File: config.mk
export PLATFORM = sky130hd
export DESIGN_NAME = sram_mem_ctrl
export DESIGN_NICKNAME = d
export VERILOG_FILES = /design/src/rtl/sram_mem_ctrl.sv
export SDC_FILE = /design/constraint.sdc
export NUM_CORES = 1
export LEC_CHECK = 0
export BUFFER_PORTS_ARGS = -buffer_cell sky130_fd_sc_hd__buf_4
export CORE_UTILIZATION = 46
export CTS_BUF_LIST = sky130_fd_sc_hd__clkbuf_4 sky130_fd_sc_hd__clkbuf_8
export CTS_CLUSTER_SIZE = 14
export DETAILED_ROUTE_END_ITERATION = 12
export PLACE_DENSITY_LB_ADDON = 0.08
export SLEW_MARGIN = 0
export SYNTH_ARGS = -nofsm -noshare
export SYNTH_HDL_FRONTEND = slang
export SYNTH_SLANG_ARGS = --single-unit
File: constraint.sdc
create_clock -name clk -period 2.53 [get_ports clk]
set_input_delay 0.3795 -clock clk [delete_from_list [all_inputs] [get_ports clk]]
set_output_delay 0.3795 -clock clk [all_outputs]
set_load 0.03 [all_outputs]
File: src/rtl/sram_mem_ctrl.sv
// ============================================================================
// Module  : sram_mem_ctrl
// Brief   : Moves 32-bit MEM-stage loads/stores over a 16-bit async SRAM
//           as two half-word phases, stalling the pipeline via ready.
// Revision: 1.0 - initial release
// ============================================================================
`default_nettype none

module sram_mem_ctrl #(
  parameter int ADDR_W      = 18,
  parameter int DATA_W      = 16,
  parameter int WAIT_CYCLES = 1,
  parameter int BASE_ADDR   = 1024
) (
  input  logic              clk,
  input  logic              rst,
  input  logic              wr_en,
  input  logic              rd_en,
  input  logic [31:0]       address,
  input  logic [31:0]       write_data,
  output logic [31:0]       read_data,
  output logic              ready,
  output logic [ADDR_W-1:0] sram_addr,
  output logic [DATA_W-1:0] sram_dq_o,
  input  logic [DATA_W-1:0] sram_dq_i,
  output logic              sram_dq_oe,
  output logic              sram_ce_n,
  output logic              sram_oe_n,
  output logic              sram_we_n,
  output logic              sram_ub_n,
  output logic              sram_lb_n
);

  localparam logic [1:0] c_S_IDLE = 2'd0;
  localparam logic [1:0] c_S_LO   = 2'd1;
  localparam logic [1:0] c_S_HI   = 2'd2;
  localparam logic [1:0] c_S_DONE = 2'd3;

  localparam int                 c_CNT_W = (WAIT_CYCLES > 0) ? $clog2(WAIT_CYCLES + 1) : 1;
  localparam logic [c_CNT_W-1:0] c_WAIT  = c_CNT_W'(WAIT_CYCLES);
  localparam logic [31:0]        c_BASE  = 32'(BASE_ADDR);

  logic [1:0]         r_state;
  logic [1:0]         w_next_state;
  logic [c_CNT_W-1:0] r_cnt;
  logic               r_write;

  logic               w_req;
  logic               w_phase_last;
  logic               w_write_op;
  logic [31:0]        w_offset;
  logic [ADDR_W-2:0]  w_word;
  logic               w_unused_bits;

  logic               w_ce_n;
  logic               w_oe_n;
  logic               w_we_n;
  logic               w_lane_n;
  logic               w_dq_oe;
  logic [ADDR_W-1:0]  w_addr;
  logic [DATA_W-1:0]  w_dq;

  assign w_req         = wr_en | rd_en;
  assign w_offset      = address - c_BASE;
  assign w_word        = w_offset[ADDR_W:2];
  assign w_unused_bits = &{1'b0, w_offset[31:ADDR_W+1], w_offset[1:0]};
  assign w_phase_last  = (r_cnt == c_WAIT);
  // Operation type is taken live on the IDLE->LO edge, latched afterwards.
  assign w_write_op    = (r_state == c_S_IDLE) ? wr_en : r_write;

  always_ff @(posedge clk) begin
    if (!rst) begin
      r_state <= c_S_IDLE;
    end else begin
      r_state <= w_next_state;
    end
  end

  always_comb begin
    w_next_state = r_state;
    case (r_state)
      c_S_IDLE: if (w_req)        w_next_state = c_S_LO;
      c_S_LO:   if (w_phase_last) w_next_state = c_S_HI;
      c_S_HI:   if (w_phase_last) w_next_state = c_S_DONE;
      default:                    w_next_state = c_S_IDLE;
    endcase
  end

  always_ff @(posedge clk) begin
    if (!rst) begin
      r_cnt   <= '0;
      r_write <= 1'b0;
    end else begin
      if (w_next_state != r_state) begin
        r_cnt <= '0;
      end else if (!w_phase_last) begin
        r_cnt <= r_cnt + c_CNT_W'(1);
      end
      if ((r_state == c_S_IDLE) && w_req) begin
        r_write <= wr_en;
      end
    end
  end

  // SRAM pins are decoded from the next state so the registered copies line
  // up exactly with the LO/HI state cycles.
  always_comb begin
    ready    = (r_state == c_S_DONE) | ((r_state == c_S_IDLE) & ~w_req);
    w_ce_n   = 1'b1;
    w_oe_n   = 1'b1;
    w_we_n   = 1'b1;
    w_lane_n = 1'b1;
    w_dq_oe  = 1'b0;
    w_addr   = sram_addr;
    w_dq     = sram_dq_o;
    if ((w_next_state == c_S_LO) || (w_next_state == c_S_HI)) begin
      w_ce_n   = 1'b0;
      w_lane_n = 1'b0;
      w_oe_n   = w_write_op;
      w_we_n   = ~w_write_op;
      w_dq_oe  = w_write_op;
      w_addr   = {w_word, (w_next_state == c_S_HI)};
      w_dq     = (w_next_state == c_S_HI) ? write_data[31:16] : write_data[15:0];
    end
  end

  always_ff @(posedge clk) begin
    if (!rst) begin
      sram_addr  <= '0;
      sram_dq_o  <= '0;
      sram_dq_oe <= 1'b0;
      sram_ce_n  <= 1'b1;
      sram_oe_n  <= 1'b1;
      sram_we_n  <= 1'b1;
      sram_ub_n  <= 1'b1;
      sram_lb_n  <= 1'b1;
    end else begin
      sram_addr  <= w_addr;
      sram_dq_o  <= w_dq;
      sram_dq_oe <= w_dq_oe;
      sram_ce_n  <= w_ce_n;
      sram_oe_n  <= w_oe_n;
      sram_we_n  <= w_we_n;
      sram_ub_n  <= w_lane_n;
      sram_lb_n  <= w_lane_n;
    end
  end

  always_ff @(posedge clk) begin
    if (!rst) begin
      read_data <= '0;
    end else if (!r_write && w_phase_last) begin
      if (r_state == c_S_LO) begin
        read_data[15:0] <= sram_dq_i;
      end
      if (r_state == c_S_HI) begin
        read_data[31:16] <= sram_dq_i;
      end
    end
  end

endmodule

`default_nettype wire

=== After elaboration in Yosys (flattened, before gate mapping) ===
Index checks and enable logic that the tools add are counted.

* Add/subtract/negate cells: 2
* Eq/ne operators: 6
* Multiplexer cells: 8
* Bitwise operators: 6
* Reduce and logical (&&, ||, !) cells: 9

{| class="wikitable"
|+ Operator list
! operator !! number
|-
| subtractor 19 x 11 -> 19 bit (second input constant) || 1
|-
| two-way mux 16 bit || 1
|-
| equality test 2 bit (second input constant) || 3
|-
| two-way mux 2 bit || 3
|-
| case mux 2 bit (3 select lines) || 1
|-
| AND reduction 2 bit || 3
|-
| equality test 2 x 1 -> 1 bit (second input constant) || 2
|-
| two-way mux 1 bit || 3
|-
| NOT 1 bit || 3
|-
| logical AND 1 bit || 2
|-
| logical NOT 2 bit || 1
|-
| != test 2 bit || 1
|-
| bitwise OR 1 bit || 2
|-
| OR reduction 2 bit || 1
|-
| adder 1 bit (second input constant) || 1
|-
| AND 1 bit || 1
|-
| logical NOT 1 bit || 1
|-
| logical OR 1 bit || 1
|}

* Register bits: 74
* Input bits: 84
* Word-level logic and storage cells: 42

=== Longest topological paths before layout ===
* Depth after elaboration: 6
* Gate-level depth with buffers: 9
* Mapped depth without buffers: 7

=== Worst setup path before layout ===
No wires, ideal clock.

* Path kind: flip-flop to flip-flop
* Start point: reg r_state[1]
* End point: reg sram_addr[17]
* Arrival: 2.201 ns
* Required time: 2.467 ns
* Slack: 0.266 ns
* Stages on the path, launching flop included: 10
* Buffers on the path: 2
* Clock period less this slack: 2.264 ns
* Cell sequence: dfxtp_1 -> buf_2 -> a2111o_1 -> o211ai_1 -> ha_1 -> clkbuf_1 -> nor2b_1 -> inv_1 -> or4_1 -> nand3_1

* Longest elaborated chain between the ends: 4

{| class="wikitable"
|+ RTL lines
! element !! RTL line !! source
|-
| start: declaration || 43 || <nowiki>logic [1:0] r_state;</nowiki>
|-
| start signal: assignment || 73 || <nowiki>r_state <= c_S_IDLE;</nowiki>
|-
| start signal: assignment || 75 || <nowiki>r_state <= w_next_state;</nowiki>
|-
| equality test 2 bit, or another cell as far along || 81 || <nowiki>case (r_state)</nowiki>
|-
| case mux 2 bit (3 select lines) (*) || 81 ||
|-
| equality test 2 x 1 -> 1 bit or equality test 2 bit (tied branches) || 116 || <nowiki>if ((w_next_state == c_S_LO) || (w_next_state == c_S_HI)) begin</nowiki>
|-
| logical OR 1 bit (*) || 116 ||
|-
| end signal: assignment || 138 || <nowiki>sram_addr <= w_addr;</nowiki>
|-
| end: declaration || 23 || <nowiki>output logic [ADDR_W-1:0] sram_addr,</nowiki>
|}

Mark *: on every way between the ends. The rest lies on a longest branch, timed or not.
A chain may end at the register's enable or synchronous reset.

=== Worst setup path in the final report ===
Same ends and word-level chain as after synthesis.

==> impl_results.md <==
- Outcome: finished, final reports clean
- Io pins: roughly 160
- Vias in the first global route: between 2k and 3k
- Gr ovfl total: 0
- CTS tree: done
- Lkg Pwr: about 0.002 µW
- Slowest library cell on the worst path: or4_1
- GRT Overall Usage: between 20% and 30%
- First-pass GRT wire length: 11.4 mm
- Postcts setup bufs: 0
- Most frequent cells in the layout: buf_4, nand2_1, dfxtp_1, a21oi_1, mux2i_1
- CTS resizes: 0
- Horiz. Die Dim: between 80 and 90 µm
- Cell area after synthesis: a little under 3000 µm²
- Setup TNS: 0 ps
- Most common cell after layout, fill and taps aside: buf_4
- CTS clock-pin slew for the worst setup and hold paths: about 80 ps
- Cts bufs inserted: 9
- Synth async-reset ratio: 0%
- Post-cts hold buffer count: 0
- Clk_lat worst skew: 340 ps
- Post-route minimum period: 2300 ps
- CP Max Fanout: 8
- Die area: 6760 µm²
- Crit path kind: flip-flop to flip-flop
- Number of synthesized register bits: 74
- Final hold vios: 0
- Slew Viols, Final: 0
- Tightest Pin Transition: between 700 and 800 ps
- Warnings from Yosys: 0
- Slew HR: about half
- Synth top area share: between 50% and 60%
- Initial antenna violation count: 0
- Routed wire length: 7.24 mm
- Core area: around 6000 µm²
- Yosys cell types: 36
- Largest net degree at the start of global routing: 46
- Post-synth EDFFs: 0
- Synth area leader: dfxtp_1
- Synth top area cells: dfxtp_1, nand2_1, mux2i_1
- Max-Cap Viols: 0
- Layout cells sized above 1: approximately 36%
- Final setup skew: about 9.5 ps
- Avg Cell Area, Syn: 8.86 µm²
- Ys flop type: dfxtp_1
- N_diodes: 0
- First DRT Iteration DRCs: 90
- Rows: 28
- Detailed Routing Iterations Pass 1: 4
- Crit end category: flip-flop
- DP Wirelength: about 5.2 mm
- PD cells: between 700 and 800 nW/µm²
- Crit-path cells: a2111o_1 -> o211ai_1 -> ha_1 -> nor2b_1 -> inv_1 -> or4_1 -> nand3_1
- Via count: around 2.8k
- Syn nets: between 400 and 500
- Final hold slack: 268 ps
- RSZ-0062 raised after global routing: false
- Remaining DRCs: 0
- Initial Utilization: between 40% and 50%
- Setup WS pre-CTS: 180 ps
- Sequential area share after synthesis: approximately half
- CTS root buffer: clkbuf_8
- Total Nets Final: 553
- Period utilization: between 90% and 100%
- Clock Path Buffers: 2
- Die Ht: a little over 80 µm
- Setup violations, final: 0
- Layout area overhead: 45.8%
- CP Launch Type: flip-flop
- Vias per Instance: between 5 and 6
- Gpl congestion: 0.711
- F_max: approximately 440 MHz
- Final worst slack: around 230 ps
- Synthesized netlist cell count: about 330
- Peak VDD IR: ~0.54 mV
- Wire per inst: between 10 and 15 µm
- Hold WC Path Type: primary input to flip-flop
- CP required: 2800 ps
- CTS HTree Levels: 3
- Max stage delay on crit path: 480 ps
- Detail Route Antenna Nets: 0
- PortBufs: approximately 140
- Clock Sinks: 74
- Critical Path AT: about 2600 ps
logic make-up (layout without fill, tap and decap cells):
group	count (synthesis)	in the layout	share of synthesized area, %
mux	27	27	9.13
buf+inv	35	173	5.07
simple gates	121	121	18.1
fa+ha+maj	2	2	0.846
xor+xnor	3	3	0.888
compound gates	72	72	15.9
flops	74	74	50.1
state kept, by name, indices dropped and copies added (netlist names):
name,flops
r_cnt,1
r_state,2
r_write,1
read_data,32
sram_addr,18
sram_dq_o,16
sram_dq_oe,1
sram_lb_n,1
sram_oe_n,1
sram_we_n,1
cell type report:
cell class                 instances  area [µm²]
fill                             522        1750
sequential                        74        1480
multi-input combinational        225        1360
timing repair buffer             150        1130
clock buffer                      10         138
tap                               75        93.8
clock inverter                     6        90.1
inverter                           7        26.3
routing by layer:
metal	GRT usage [%]	vias up	wire [µm]
li1	-	1396	-
met3	7.03	10	461
met5	0	-	0
met1	24.1	1258	2990
met2	39.5	92	3680
met4	9.30	0	99
worst paths after layout:
kind	end	slack, ps	cells past startpoint	from
min reg2reg	read_data[14]$_SDFFE_PN0P_	460	2	read_data[14]$_SDFFE_PN0P_
max reg2reg	sram_addr[17]$_SDFFE_PN0N_	230	7	r_state[1]$_SDFF_PN0_
max	sram_addr[17]$_SDFFE_PN0N_	230	7	r_state[1]$_SDFF_PN0_
min	sram_addr[6]$_SDFFE_PN0N_	270	3	address[7]
critical path: cells and delay by family, from the launching register on:
kind | cells | cell delay [ps]
buffers and inverters | 1 | 110
AND/OR/NAND/NOR | 3 | 850
flip-flops | 1 | 390
adder cells (fa/ha/maj) | 1 | 330
AO/OA/AOI/OAI | 2 | 560
per-stage QoR:
| step | power [µW] | instances | util [%] | cell area [µm²] |
|---|---|---|---|---|
| 2_1_floorplan | 1870 | 334 | - | 2960 |
| 3_3_place_gp | 2190 | 531 | 67.4 | 4090 |
| 3_5_place_dp | 2210 | 531 | 67.4 | 4090 |
| 4_1_cts | 3240 | 547 | 71.2 | 4310 |
| 5_1_grt | 3360 | 547 | 71.2 | 4310 |
| 6_report | 3200 | 547 | 71.2 | 4310 |
cells in the mapped netlist, types with 3 or more instances:
library cell and n:
or3_1 3, o21ai_0 8, nor2_1 18, clkbuf_1 19, inv_1 5, mux2i_1 27
or4_1 3, buf_2 6, o211a_1 16, dfxtp_1 74, a31oi_1 4, buf_4 3
a21oi_1 35, nand2_1 82
report_power, final:
group / switching [µW] / internal (µW)
Clock: 436 / 584
Combinational: 481 / 354
Sequential: 68.0 / 1280
No activity file was read; power rests on OpenSTA's default activity.
